## src/rtl/seg_pkg.sv

```systemverilog
// Shared constants and helpers for the seven-segment scan driver.
package seg_pkg;

    // Active-high segment patterns {g,f,e,d,c,b,a} for hex digits 0..F.
    localparam logic [6:0] SegLut [16] = '{
        7'h3F, 7'h06, 7'h5B, 7'h4F, 7'h66, 7'h6D, 7'h7D, 7'h07,
        7'h7F, 7'h6F, 7'h77, 7'h7C, 7'h39, 7'h5E, 7'h79, 7'h71
    };

    // Index width for n items, never narrower than one bit.
    function automatic int unsigned idx_width(input int unsigned n);
        return (n <= 1) ? 1 : $clog2(n);
    endfunction

endpackage

```

## src/rtl/seg_scan_driver_if.sv

```systemverilog
// Datapath-side inputs and display-pin outputs of the scan driver.
interface seg_scan_driver_if #(
    parameter int unsigned NUM_DIGITS = 4
);
    import seg_pkg::*;

    localparam int unsigned IdxW = idx_width(NUM_DIGITS);

    logic [4*NUM_DIGITS-1:0] value;
    logic [NUM_DIGITS-1:0]   dp;
    logic [NUM_DIGITS-1:0]   blank;
    logic                    lzs;
    logic                    load;
    logic [NUM_DIGITS-1:0]   an;
    logic [6:0]              seg;
    logic                    dp_out;
    logic [IdxW-1:0]         digit_idx;
    logic                    frame_done;

    // Datapath / stimulus side.
    modport master (
        output value, dp, blank, lzs, load,
        input  an, seg, dp_out, digit_idx, frame_done
    );

    // Driver side.
    modport slave (
        input  value, dp, blank, lzs, load,
        output an, seg, dp_out, digit_idx, frame_done
    );

endinterface

```

## src/rtl/hex7seg.sv

```systemverilog
// Combinational hex nibble to active-high seven-segment decode.
module hex7seg
    import seg_pkg::*;
(
    input  logic [3:0] nib_i,
    output logic [6:0] seg_o
);

    assign seg_o = SegLut[nib_i];

endmodule

```

## src/rtl/seg_scan_driver.sv

```systemverilog
// Time-multiplexed seven-segment driver with double-buffered display value,
// dead time between digits, blanking and leading-zero suppression.
module seg_scan_driver
    import seg_pkg::*;
#(
    parameter int unsigned NUM_DIGITS = 4,
    parameter int unsigned PRESCALE   = 50000,
    parameter int unsigned DEAD       = 2,
    parameter bit          ACTIVE_LOW = 1'b1
) (
    input  logic            clk,
    input  logic            rst,
    seg_scan_driver_if.slave bus
);

    localparam int unsigned IdxW = idx_width(NUM_DIGITS);
    localparam int unsigned PcW  = idx_width(PRESCALE);

    localparam logic [IdxW-1:0]       LastIdx = IdxW'(NUM_DIGITS - 1);
    localparam logic [PcW-1:0]        LastPc  = PcW'(PRESCALE - 1);
    localparam logic [NUM_DIGITS-1:0] AnOff   = ACTIVE_LOW ? '1 : '0;
    localparam logic [6:0]            SegOff  = ACTIVE_LOW ? '1 : '0;
    localparam logic                  DpOff   = ACTIVE_LOW;

    logic [PcW-1:0]          pc_q, pc_d;
    logic [IdxW-1:0]         idx_q, idx_d;
    logic [4*NUM_DIGITS-1:0] disp_val_q, disp_val_d;
    logic [NUM_DIGITS-1:0]   disp_dp_q, disp_dp_d;
    logic [4*NUM_DIGITS-1:0] pend_val_q, pend_val_d;
    logic [NUM_DIGITS-1:0]   pend_dp_q, pend_dp_d;
    logic                    seen_q, seen_d;
    logic [NUM_DIGITS-1:0]   an_q, an_d;
    logic [6:0]              seg_q, seg_d;
    logic                    dp_out_q, dp_out_d;
    logic                    frame_done_q, frame_done_d;

    logic                    slot_end;
    logic                    frame_end;
    logic                    in_dead;
    logic [3:0]              cur_nib;
    logic                    cur_dp;
    logic                    cur_blank;
    logic                    cur_zero;
    logic                    zeros_above;
    logic                    dark;
    logic [6:0]              dec_seg;
    logic [NUM_DIGITS-1:0]   an_onehot;
    logic [NUM_DIGITS-1:0]   an_hi;
    logic [6:0]              seg_hi;
    logic                    dp_hi;

    // Prescaler and digit counter; frame_done registered to line up with the last cycle.
    always_comb begin
        slot_end  = (pc_q == LastPc);
        frame_end = slot_end && (idx_q == LastIdx);
        pc_d      = slot_end ? '0 : pc_q + 1'b1;
        idx_d     = idx_q;
        if (slot_end) begin
            idx_d = (idx_q == LastIdx) ? '0 : idx_q + 1'b1;
        end
        frame_done_d = (pc_d == LastPc) && (idx_d == LastIdx);
    end

    // Pending/display double buffer; a load on the boundary bypasses pending.
    always_comb begin
        disp_val_d = disp_val_q;
        disp_dp_d  = disp_dp_q;
        pend_val_d = pend_val_q;
        pend_dp_d  = pend_dp_q;
        seen_d     = seen_q;
        if (bus.load) begin
            pend_val_d = bus.value;
            pend_dp_d  = bus.dp;
        end
        if (frame_end) begin
            seen_d = 1'b0;
            if (bus.load) begin
                disp_val_d = bus.value;
                disp_dp_d  = bus.dp;
            end else if (seen_q) begin
                disp_val_d = pend_val_q;
                disp_dp_d  = pend_dp_q;
            end
        end else if (bus.load) begin
            seen_d = 1'b1;
        end
    end

    // Select the current digit's nibble, dp and blank; track "all nibbles from here up are zero".
    always_comb begin
        cur_nib     = '0;
        cur_dp      = 1'b0;
        cur_blank   = 1'b0;
        cur_zero    = 1'b0;
        zeros_above = 1'b1;
        for (int i = int'(NUM_DIGITS) - 1; i >= 0; i--) begin
            zeros_above = zeros_above & (disp_val_q[4*i +: 4] == 4'h0);
            if (idx_q == IdxW'(i)) begin
                cur_nib   = disp_val_q[4*i +: 4];
                cur_dp    = disp_dp_q[i];
                cur_blank = bus.blank[i];
                cur_zero  = zeros_above;
            end
        end
    end

    hex7seg u_hex7seg (
        .nib_i (cur_nib),
        .seg_o (dec_seg)
    );

    if (DEAD == 0) begin : g_no_dead
        assign in_dead = 1'b0;
    end else begin : g_dead
        assign in_dead = (pc_q < PcW'(DEAD));
    end

    assign an_onehot = NUM_DIGITS'(1) << idx_q;

    // Pin values for the current state; polarity applied before the output register.
    always_comb begin
        dark     = cur_blank | (bus.lzs & (idx_q != '0) & cur_zero);
        an_hi    = in_dead ? '0 : an_onehot;
        seg_hi   = (in_dead || dark) ? '0 : dec_seg;
        dp_hi    = (in_dead || dark) ? 1'b0 : cur_dp;
        an_d     = ACTIVE_LOW ? ~an_hi : an_hi;
        seg_d    = ACTIVE_LOW ? ~seg_hi : seg_hi;
        dp_out_d = ACTIVE_LOW ? ~dp_hi : dp_hi;
    end

    // State and output registers with synchronous reset.
    always_ff @(posedge clk) begin
        if (rst) begin
            pc_q         <= '0;
            idx_q        <= '0;
            disp_val_q   <= '0;
            disp_dp_q    <= '0;
            pend_val_q   <= '0;
            pend_dp_q    <= '0;
            seen_q       <= 1'b0;
            an_q         <= AnOff;
            seg_q        <= SegOff;
            dp_out_q     <= DpOff;
            frame_done_q <= 1'b0;
        end else begin
            pc_q         <= pc_d;
            idx_q        <= idx_d;
            disp_val_q   <= disp_val_d;
            disp_dp_q    <= disp_dp_d;
            pend_val_q   <= pend_val_d;
            pend_dp_q    <= pend_dp_d;
            seen_q       <= seen_d;
            an_q         <= an_d;
            seg_q        <= seg_d;
            dp_out_q     <= dp_out_d;
            frame_done_q <= frame_done_d;
        end
    end

    assign bus.an         = an_q;
    assign bus.seg        = seg_q;
    assign bus.dp_out     = dp_out_q;
    assign bus.digit_idx  = idx_q;
    assign bus.frame_done = frame_done_q;

endmodule

```

## src/flat_wrapper.sv

```systemverilog
// flat-port wrapper written by rule: the top's interface ports become plain ports
module seg_scan_driver_flat import seg_pkg::*;
#(
    parameter int unsigned NUM_DIGITS = 4,
    parameter int unsigned PRESCALE   = 50000,
    parameter int unsigned DEAD       = 2,
    parameter bit          ACTIVE_LOW = 1'b1
)
  (clk, rst, bus_value, bus_dp, bus_blank, bus_lzs, bus_load, bus_an, bus_seg, bus_dp_out, bus_digit_idx, bus_frame_done);
  seg_scan_driver_if #(.NUM_DIGITS(NUM_DIGITS)) bus_i ();
  input  logic clk;
  input  logic rst;
  input wire logic [$bits(bus_i.value)-1:0] bus_value;
  input wire logic [$bits(bus_i.dp)-1:0] bus_dp;
  input wire logic [$bits(bus_i.blank)-1:0] bus_blank;
  input wire logic [$bits(bus_i.lzs)-1:0] bus_lzs;
  input wire logic [$bits(bus_i.load)-1:0] bus_load;
  output wire logic [$bits(bus_i.an)-1:0] bus_an;
  output wire logic [$bits(bus_i.seg)-1:0] bus_seg;
  output wire logic [$bits(bus_i.dp_out)-1:0] bus_dp_out;
  output wire logic [$bits(bus_i.digit_idx)-1:0] bus_digit_idx;
  output wire logic [$bits(bus_i.frame_done)-1:0] bus_frame_done;
  assign bus_i.value = bus_value;
  assign bus_i.dp = bus_dp;
  assign bus_i.blank = bus_blank;
  assign bus_i.lzs = bus_lzs;
  assign bus_i.load = bus_load;
  assign bus_an = bus_i.an;
  assign bus_seg = bus_i.seg;
  assign bus_dp_out = bus_i.dp_out;
  assign bus_digit_idx = bus_i.digit_idx;
  assign bus_frame_done = bus_i.frame_done;
  seg_scan_driver #(.NUM_DIGITS(NUM_DIGITS), .PRESCALE(PRESCALE), .DEAD(DEAD), .ACTIVE_LOW(ACTIVE_LOW)) u_core (.clk(clk), .rst(rst), .bus(bus_i));
endmodule
```

## config.mk

```make
export PLATFORM = sky130hd
export DESIGN_NAME = seg_scan_driver_flat
export DESIGN_NICKNAME = d
export VERILOG_FILES = /design/src/rtl/seg_pkg.sv /design/src/rtl/seg_scan_driver_if.sv /design/src/rtl/hex7seg.sv /design/src/rtl/seg_scan_driver.sv /design/src/flat_wrapper.sv
export SDC_FILE = /design/constraint.sdc
export NUM_CORES = 1
export LEC_CHECK = 0
export CELL_PAD_IN_SITES_DETAIL_PLACEMENT = 2
export CELL_PAD_IN_SITES_GLOBAL_PLACEMENT = 2
export CORE_MARGIN = 1.5
export CORE_UTILIZATION = 34
export CTS_BUF_LIST = sky130_fd_sc_hd__clkbuf_16
export DETAILED_ROUTE_END_ITERATION = 6
export PLACE_DENSITY = 0.88
export SYNTH_ARGS = -nofsm -noshare
export SYNTH_HDL_FRONTEND = slang
export SYNTH_SLANG_ARGS = --single-unit
```

## constraint.sdc

```tcl
create_clock -name clk -period 2.6 [get_ports clk]
set_input_delay 0.26 -clock clk [delete_from_list [all_inputs] [get_ports clk]]
set_output_delay 0.26 -clock clk [all_outputs]
set_load 0.01 [all_outputs]
```

Word-level counts from Yosys, hierarchy flattened. Memories as Yosys holds them, arrays and structs flattened. Index checks and enable logic that the tools add are counted.

Bits in registers: 72. Bits in read-only memories: 112. Bits of input ports: 28. Word-level logic and storage cells: 73. Memories: 1.

Memory list: (no name shown) (depth 16, bits a word 7, read ports 1, clocked after memory_dff 0, write ports 0, line hex7seg.sv:9) `assign seg_o = SegLut[nib_i];`.

Add/subtract/negate cells: 2. Order comparisons: 2. Equal/unequal tests: 6. Shift operators: 1. Multiplexer cells: 28. Bitwise logic cells: 10. Reduce and logical (&&, ||, !) cells: 12.

Operators with widths (number): 2-to-1 mux 16 bit (3); equality test 16 bit, second input constant (2); 2-to-1 mux 4 bit (7); 2-to-1 mux 7 bit (3); adder 16 x 1 -> 16 bit, second input constant (1); zero test 4 bit (4); < comparator 16 x 2 -> 1 bit, second input constant (1); 2-to-1 mux 1 bit (13); NOT 7 bit (1); equality test 2 bit, second input constant (3); bitwise AND 1 bit (5); greater-or-equal comparator 5 bit, second input constant (1); NOT 4 -> 5 bit (1); 2-to-1 mux 2 bit (2); NOT 4 bit (1); nonzero test 2 bit (2); left shift 1 x 2 -> 4 bit, first input constant (1); adder 2 x 1 -> 2 bit, second input constant (1); equality test 2 x 1 -> 1 bit, second input constant (1); logical AND 1 bit (2); zero test 2 bit (1); AND reduction 2 bit (1); OR reduction 2 bit (1); logical OR 1 bit (1); other kinds (2) (2).

Depth between registers and ports, before layout. Gate-level depths: netlist (run 1).

Depth in word-level cells: 11. Gate-level depth with buffers: 11. Mapped depth without buffers: 10.

By module. A second synthesis (run 1) with hierarchy kept.

Cells, all modules: 363. Area, all modules: 3397.0 um2.

By module, submodules not included: seg_scan_driver (times used 1, cells an instance 330, area an instance 3106.7 um2); hex7seg (times used 1, cells an instance 33, area an instance 290.3 um2).

Least setup slack after synthesis (run 1). OpenSTA, ideal clock, no wires.

Path type: flip-flop to flip-flop. Start point: register u_core.idx_q[0], in the netlist u_core.bus.digit_idx[0]. End point: register u_core.seg_q[3], in the netlist u_core.bus.seg[3]. Setup time: 0.122 ns. Arrival time: 2.070 ns. Data required time: 2.478 ns. Path slack: 0.408 ns. Stages on the path, launching flop included: 11. Path buffers: 1. Clock period less this slack: 2.192 ns. Cells stage by stage: dfxtp_1 > inv_1 > ha_1 > clkbuf_1 > o21ai_0 > o31a_1 > inv_1 > ha_1 > nor2_1 > a211oi_1 > o21ai_1.

Longest elaborated chain between the ends: 11. Elaborated cells on any way between the ends: 27.

RTL lines: from (decl) (line seg_scan_driver.sv:26) `logic [IdxW-1:0] idx_q, idx_d;`; from (signal assigned) (line seg_scan_driver.sv:147) `idx_q <= idx_d;`; equality test 2 bit (line seg_scan_driver.sv:98) `if (idx_q == IdxW'(i)) begin`; 2-to-1 mux 4 bit (4 in series) (line seg_scan_driver.sv:98); NOT 4 -> 5 bit (implied by the code) (line hex7seg.sv:9); memory (16 x 7 bit); 2-to-1 mux 7 bit (implied by the code) (2 in series) (line hex7seg.sv:9); 2-to-1 mux 7 bit * (line seg_scan_driver.sv:124) `seg_hi = (in_dead || dark) ? '0 : dec_seg;`; NOT 7 bit * (line seg_scan_driver.sv:127) `seg_d = ACTIVE_LOW ? ~seg_hi : seg_hi;`; to (signal assigned) (line seg_scan_driver.sv:142) `seg_q <= SegOff;`; to (signal assigned) (line seg_scan_driver.sv:154) `seg_q <= seg_d;`; to (decl) (line seg_scan_driver.sv:33) `logic [6:0] seg_q, seg_d;`.

Mark *: on every way between the ends. The rest lies on a longest branch, timed or not. The select of a mux whose other input is x is not followed. A chain may end at the register's enable or synchronous reset.

Worst setup path after layout (run 1).
Start point: register u_core.pc_q[0]. End point: register u_core.disp_val_q[5].

Longest elaborated chain between the ends: 3.

RTL lines: from (decl) (line seg_scan_driver.sv:25) `logic [PcW-1:0] pc_q, pc_d;`; from (signal assigned) (line seg_scan_driver.sv:146) `pc_q <= pc_d;`; equality test 16 bit (line seg_scan_driver.sv:54) `slot_end = (pc_q == LastPc);`; logical AND 1 bit (line seg_scan_driver.sv:55) `frame_end = slot_end && (idx_q == LastIdx);`; AND reduction 2 bit (no source line); to (signal assigned) (line seg_scan_driver.sv:148) `disp_val_q <= disp_val_d;`; to (decl) (line seg_scan_driver.sv:27) `logic [4*NUM_DIGITS-1:0] disp_val_q, disp_val_d;`.

No other way between the ends.

==> summary.txt, run 1 <==
Clock tree
  – Largest buffer count on any clock path: 2
  – Clock Latency Late Sink: 330 ps
  – TritonCTS clock tree: done
  – Number of levels in the clock H-tree: 3
  – Clk sink count: 72
  – CTS Root Cell: clkbuf_16
  – Post-CTS clock slew at the launch and capture registers of the worst setup and hold paths: 60 ps
  – Clock buffers created by TritonCTS: 9

GRT
  – GR Overflow Total: 0
  – Via count of the first global-routing pass: 2963
  – Initial antenna violation count: 0
  – Overall fraction of global-route tracks in use: 19.82%
  – Largest net degree at the start of global routing: 47
  – First-pass GRT wire length: 15570 um

Detailed routing
  – Residual antenna-violating net count after detailed routing: 0
  – Number of vias in the routed layout: 2772
  – Detailed-route wire length: 9806 um
  – Number of iterations in the first detailed-routing pass: 5
  – Routed vias/inst: 5.230
  – Routed wire per std cell: 18.50 um
  – DRT iter0 DRCs: 101
  – Remaining design rule violation count: 0

Worst hold path
  – Hold path start: rst
  – Hold crit path type: input pin to flip-flop

Setup path
  – Worst reg2reg startpoint: u_core.pc_q[0]
  – Family with the most delay on the worst path: simple AND/OR/NAND/NOR gates
  – Worst path arrival time: 2700 ps
  – R2R setup slack: 150 ps
  – Type of origin of the critical path: flip-flop
  – Cell-by-cell listing of the critical path: ha_1 > nand4_1 > nor4_4 > buf_4 > and3b_1 > buf_12 > nor2_1 > a211oi_2
  – Kind of end point of the critical path: flip-flop
  – CP max-delay cell: dfxtp_1
  – Required time at the endpoint of the critical path: 2850 ps
  – Highest fanout seen on the critical path: 40
  – Buf+Inv Stages, Crit Path: 2
  – Maximum single-stage delay on the critical path: 450 ps
  – Kind of critical path: flip-flop to flip-flop
  – Source of the critical timing path: u_core.pc_q[0]

Timing
  – Setup clock skew after layout: 4.690 ps
  – Final count of negative-setup-slack endpoints: 0
  – Remaining max-slew budget at the tightest pin: 61.31%
  – Post-route fraction of the period consumed by the critical path: 94.18%
  – Fin worst setup slack: 151.3 ps
  – Fmax achieved: 408.4 MHz
  – Final Hold Vio Count: 0
  – Minimum clock period after layout: 2449 ps
  – Setup TNS after final layout: 0 ps
  – Max-slew violation total from the final report: 0
  – Worst-Margin Slew: 580.4 ps
  – Final hold slack: 301.6 ps
  – Unrepaired setup endpoints after global routing: false

Logic synthesis
  – Proportion of register bits with asynchronous set or reset after synthesis: 0%
  – Synthesized net count: 394
  – Number of warnings printed during yosys synthesis: 0
  – Register area share after synthesis: 43.41%
  – Ys flop type: dfxtp_1
  – Count of different cell masters after synthesis: 50
  – Number of enable-type register cells in the synthesized netlist: 0
  – Mapped cell area: 3321 um^2
  – Synthesized instance count: 354
  – Synthesized flop and latch total: 72
  – Post-synthesis area per instance: 9.380 um^2

Finish
  – Highest-count cells in the layout ignoring fill and taps: dfxtp_1 (71), nor2_1 (61), clkdlybuf4s50_1 (41), mux2i_1 (25), nand2_1 (23)
  – Share of post-route cells with drive strength above 1: 12.97%
  – Antenna diode count: 0
  – Filler cell count: 1010
  – Total number of nets in the final design: 436
  – Utilization of the core after routing: 44.78%
  – Final std cells w/o fill: 530
  – Layout-stage area growth over the synthesis result: 26.38%
  – Final instance area: 4197 um^2
  – Most common library cell in the layout ignoring fill and taps: dfxtp_1

Die
  – Die outline area: 10370 um^2
  – Num rows: 35
  – Width of the chip: 101.8 um
  – Top-level port count: 43
  – Floorplan core area: 9371 um^2
  – Height of the die: 101.8 um
  – Initial core utilization: 35.43%

Place
  – DP Cell Count: 510
  – Placement Cell Area: 3851 um^2
  – Pre-CTS worst setup slack: 132.0 ps
  – Placer Congestion: 0.8454
  – HPWL after detailed placement: 6364 um
  – # port buffers: 42

Pwr
  – Tot Pwr: 2.590 mW
  – Worst voltage drop across the vdd grid: 0.2731 mV
  – Leakage: 1.528 nW
  – Power per Cell Area: 617.2 nW/um^2

Flow run
  – Number of maximum-capacitance violations: 0

Status
  – Outcome: complete, no violations
==> registers in the layout, indices dropped and copies added (netlist names) <==
register	cells
u_core.bus.an	4
u_core.bus.digit_idx	2
u_core.bus.dp_out	1
u_core.bus.frame_done	1
u_core.bus.seg	7
u_core.disp_dp_q	4
u_core.disp_val_q	16
u_core.pc_q	16
u_core.pend_dp_q	4
u_core.pend_val_q	16
u_core.seen_q	1
==> cells in the mapped netlist, types with 2 or more instances <==
library cell	number	area (um^2)
and4_1	2	17.52
a211o_1	2	17.52
buf_4	3	22.52
nor2b_1	4	25.02
nand3b_1	5	37.54
mux2i_1	25	250.2
a211oi_1	8	60.06
buf_1	3	11.26
nor3_1	4	20.02
or4_1	3	22.52
a21oi_1	9	45.04
buf_6	2	22.52
ha_1	12	150.1
and3b_1	4	35.03
clkbuf_1	12	45.04
buf_2	2	10.01
dfxtp_1	72	1441
nor3b_1	3	22.52
nor2_1	61	229.0
nand2_1	23	86.33
a31oi_1	2	12.51
xor2_1	7	61.31
inv_1	10	37.54
a211oi_2	20	250.2
nand4_1	6	37.54
and2_1	2	12.51
o21ai_0	7	35.03
o221ai_1	3	26.28
nor4_1	2	12.51
nand3_1	10	50.05
or2_2	2	12.51
or3_1	2	12.51
o21ai_1	2	10.01
xnor2_1	4	35.03
==> what timing repair did <==
action | 4_1_cts | 5_1_grt
setup buffers | 0 | 4
setup endpoints to repair | 0 | 5
gates resized for setup | 0 | 4
hold buffers | 0 | 0
==> final cells by class <==
| cell class | count | area [um^2] | share of cell area [%] |
|---|---|---|---|
| inverter | 10 | 37.54 | 0.8945 |
| timing repair buffer | 53 | 510.5 | 12.16 |
| clock inverter | 7 | 80.08 | 1.908 |
| tap | 129 | 161.4 | 3.846 |
| multi-input combinational | 250 | 1739 | 41.44 |
| clock buffer | 9 | 225.2 | 5.367 |
| sequential | 72 | 1443 | 34.38 |
==> cell families after synthesis <==
group | count (synthesis) | synth area share (%)
and+or+nand+nor | 137 | 20.42
DFF | 72 | 43.41
AOI/OAI and AO/OA | 65 | 16.73
buffers and inverters | 32 | 4.484
muxes | 25 | 7.536
adders and majority gates | 12 | 4.521
xor gates and xnor gates | 11 | 2.901
==> per-layer routing <==
layer  global-route usage [%]  share of wire [%]
met3                    3.488                3.2
met4                    7.903                1.8
met5                        0                  0
met2                    33.95                 50
met1                    24.80                 45
==> where the power goes <==
| part | internal [mW] | switching (mW) | total (mW) | leakage, nW |
|---|---|---|---|---|
| registers | 1.13 | 0.0147 | 1.15 | 0.587 |
| logic | 0.0784 | 0.0764 | 0.155 | 0.781 |
| clock network | 0.824 | 0.463 | 1.29 | 0.161 |
==> worst paths after layout <==
kind,to,depth (start not counted)
setup / recovery,u_core.disp_val_q[5],8
setup reg to reg,u_core.disp_val_q[5],8
hold / removal,u_core.pc_q[13],3
hold reg to reg,u_core.pend_val_q[3],2
==> worst reg2reg max path, stage by stage (launching register included) <==
cell and delay, ps:
dfxtp_1 450, ha_1 340, nand4_1 210, nor4_4 410, buf_4 200, and3b_1 210, buf_12 230, nor2_1 110
a211oi_2 210
(Power assumes the default switching activity.)
==> inputs of run 2 (changes only) <==
--- a/config.mk
+++ b/config.mk
@@ -11,7 +11,8 @@
 export CORE_UTILIZATION = 34
 export CTS_BUF_LIST = sky130_fd_sc_hd__clkbuf_16
 export DETAILED_ROUTE_END_ITERATION = 6
-export PLACE_DENSITY = 0.88
+export PLACE_DENSITY = 0.87
 export SYNTH_ARGS = -nofsm -noshare
 export SYNTH_HDL_FRONTEND = slang
+export SYNTH_HIERARCHICAL = 1
 export SYNTH_SLANG_ARGS = --single-unit
==> summary.txt, run 2 <==
Status
  – Outcome: complete, no violations

Logic synthesis
  – Top cells by instance count after synthesis: dfxtp_1 (72), nor2_1 (61), mux2i_1 (25)
  – Ys flop type: dfxtp_1
  – Area share of the leading cell type in the synthesized netlist: 42.43%
  – Mapped cell area: 3397 um^2
  – Post-synthesis area per instance: 9.358 um^2
  – Register area share after synthesis: 42.43%
  – Synthesized instance count: 363
  – Top cell type by total area after synthesis: dfxtp_1
  – Number of warnings printed during yosys synthesis: 6
  – Synthesized flop and latch total: 72
  – Number of enable-type register cells in the synthesized netlist: 0
  – Proportion of register bits with asynchronous set or reset after synthesis: 0%
  – Dominant cell by count in the synthesized netlist: dfxtp_1
  – Synthesized net count: 403
  – Top cells by area in the synthesized netlist: dfxtp_1 (42%), a211oi_2 (7.4%), mux2i_1 (7.4%)
  – Count of different cell masters after synthesis: 44

Setup path
  – Highest fanout seen on the critical path: 10
  – CP max-delay cell: dfxtp_2
  – Type of origin of the critical path: flip-flop
  – Worst path arrival time: 2740 ps
  – Buf+Inv Stages, Crit Path: 4
  – Kind of end point of the critical path: flip-flop
  – Cell-by-cell listing of the critical path: inv_1 > ha_1 > buf_4 > nand3b_1 > a21oi_1 > a21oi_1 > o21ai_1 > clkdlybuf4s15_2 > buf_4 > mux2i_1 > mux2_2 > nand3_1
  – Required time at the endpoint of the critical path: 2800 ps
  – Kind of critical path: flip-flop to flip-flop
  – Family with the most delay on the worst path: buffers and inverters
  – Maximum single-stage delay on the critical path: 400 ps

Detailed routing
  – Number of vias in the routed layout: 2949
  – Residual antenna-violating net count after detailed routing: 0
  – Remaining design rule violation count: 0
  – Detailed-route wire length: 11430 um
  – Number of iterations in the first detailed-routing pass: 4
  – DRT iter0 DRCs: 111
  – Routed wire per std cell: 20.71 um
  – Routed vias/inst: 5.342

Clock tree
  – CTS Root Cell: clkbuf_16
  – Post-CTS clock slew at the launch and capture registers of the worst setup and hold paths: 70 ps
  – Clock Latency Late Sink: 330 ps
  – Clock buffers created by TritonCTS: 9
  – Clk sink count: 72
  – Largest buffer count on any clock path: 2
  – Number of levels in the clock H-tree: 3
  – TritonCTS clock tree: done

Pwr
  – Worst voltage drop across the vdd grid: 0.3004 mV
  – Leakage: 1.504 nW
  – Power per Cell Area: 582.6 nW/um^2
  – Tot Pwr: 2.526 mW

Die
  – Width of the chip: 103.0 um
  – Top-level port count: 43
  – Num rows: 36
  – Floorplan core area: 9729 um^2
  – Die outline area: 10600 um^2
  – Height of the die: 103.0 um
  – Initial core utilization: 34.92%

GRT
  – Largest net degree at the start of global routing: 41
  – Initial antenna violation count: 0
  – First-pass GRT wire length: 16120 um
  – Overall fraction of global-route tracks in use: 19.90%
  – Via count of the first global-routing pass: 3087
  – GR Overflow Total: 0

Finish
  – Utilization of the core after routing: 44.56%
  – Highest-count cells in the layout ignoring fill and taps: dfxtp_1 (70), nor2_1 (61), clkdlybuf4s50_1 (41), mux2i_1 (25), nand2_1 (23)
  – Final instance area: 4335 um^2
  – Layout-stage area growth over the synthesis result: 27.62%
  – Most common library cell in the layout ignoring fill and taps: dfxtp_1
  – Total number of nets in the final design: 455
  – Antenna diode count: 0
  – Share of post-route cells with drive strength above 1: 17.18%
  – Registers with the highest flip-flop counts: u_core/disp_val_q: 16 flops, u_core/pc_q: 16 flops, u_core/pend_val_q: 16 flops

Place
  – Placer Congestion: 0.8331
  – Placement Cell Area: 3968 um^2
  – # port buffers: 42
  – HPWL after detailed placement: 6794 um

Timing
  – Worst-Margin Slew: 553.6 ps
  – Setup clock skew after layout: 16.67 ps
  – Final Hold Vio Count: 0
  – Post-route fraction of the period consumed by the critical path: 97.44%
  – Remaining max-slew budget at the tightest pin: 63.09%
  – Fmax achieved: 394.7 MHz
  – Minimum clock period after layout: 2533 ps
  – Final count of negative-setup-slack endpoints: 0
  – Max-slew violation total from the final report: 0

Worst hold path
  – Hold crit path type: input pin to flip-flop

Flow run
  – Number of maximum-capacitance violations: 0
## run 2: worst reg2reg max path: stages (launching register included)
cell and delay [ps]:
dfxtp_2 400, inv_1 100, ha_1 250, buf_4 190, nand3b_1 170, a21oi_1 170, a21oi_1 80, o21ai_1 230
clkdlybuf4s15_2 300, buf_4 130, mux2i_1 170, mux2_2 170, nand3_1 60
## run 2: logic make-up after synthesis
logic type	Yosys count	share of synthesized area, %
DFF	72	42.43
adders and majority gates	12	4.420
xor gates and xnor gates	12	3.094
muxes	29	9.245
and+or+nand+nor	144	20.99
buffers and inverters	34	5.009
AOI/OAI and AO/OA	60	14.81
## run 2: where the power goes
| group | internal, mW | switching, mW | leakage (nW) |
|---|---|---|---|
| Combinational | 0.0784 | 0.0854 | 0.778 |
| Sequential | 1.13 | 0.0133 | 0.587 |
| Clock | 0.734 | 0.482 | 0.139 |
## run 2: per-layer routing
metal / wire [um] / GRT usage, % / vias to the layer above / part of all wire [%]
met3: 273 / 3.322 / 20 / 2.4
li1: - / - / 1382 / -
met4: 258 / 6.757 / 0 / 2.3
met5: 0 / 0 / - / 0
met2: 5886 / 36.49 / 55 / 51
met1: 5013 / 23.44 / 1492 / 44
## run 2: worst paths after layout
check / from / end / slack [ps] / cells after the start
max: u_core/bus.digit_idx[0] / u_core/bus.seg[0] / 70 / 12
min: rst / u_core/pend_dp_q[0] / 340 / 2
max reg2reg: u_core/bus.digit_idx[0] / u_core/bus.seg[0] / 70 / 12
min reg2reg: u_core/pend_val_q[3] / u_core/pend_val_q[3] / 510 / 2
## run 2: through the flow
step                      cells  hold slack [ps]  TNS, ps  setup WS, ps
after CTS                   545            349.6        0         6.028
after detailed placement    530            501.5        0         95.88
after global routing        552            366.7   -251.8        -130.4
after global placement      530            491.4        0         266.6
after floorplan             363            384.1        0         16.95
final                       552            341.4        0         66.66
## run 2: layout make-up
type                    count  area, um^2
inverters                  13       48.80
repair buffers             62       581.8
well taps                 133       166.4
flip-flops and latches     72        1444
fillers                  1061        5394
clock inverters             6       62.56
multi-input cells         257        1807
clock buffers               9       225.2
## run 2: what timing repair did
| item | CTS | global route |
|---|---|---|
| endpoints found under the hold margin | 0 | 0 |
| setup endpoints to repair | 2 | 4 |
| setup buffers | 0 | 6 |
| hold buffers | 0 | 0 |
| pin swaps | 0 | 0 |
| gates resized for setup | 2 | 8 |
| gates cloned | 0 | 1 |
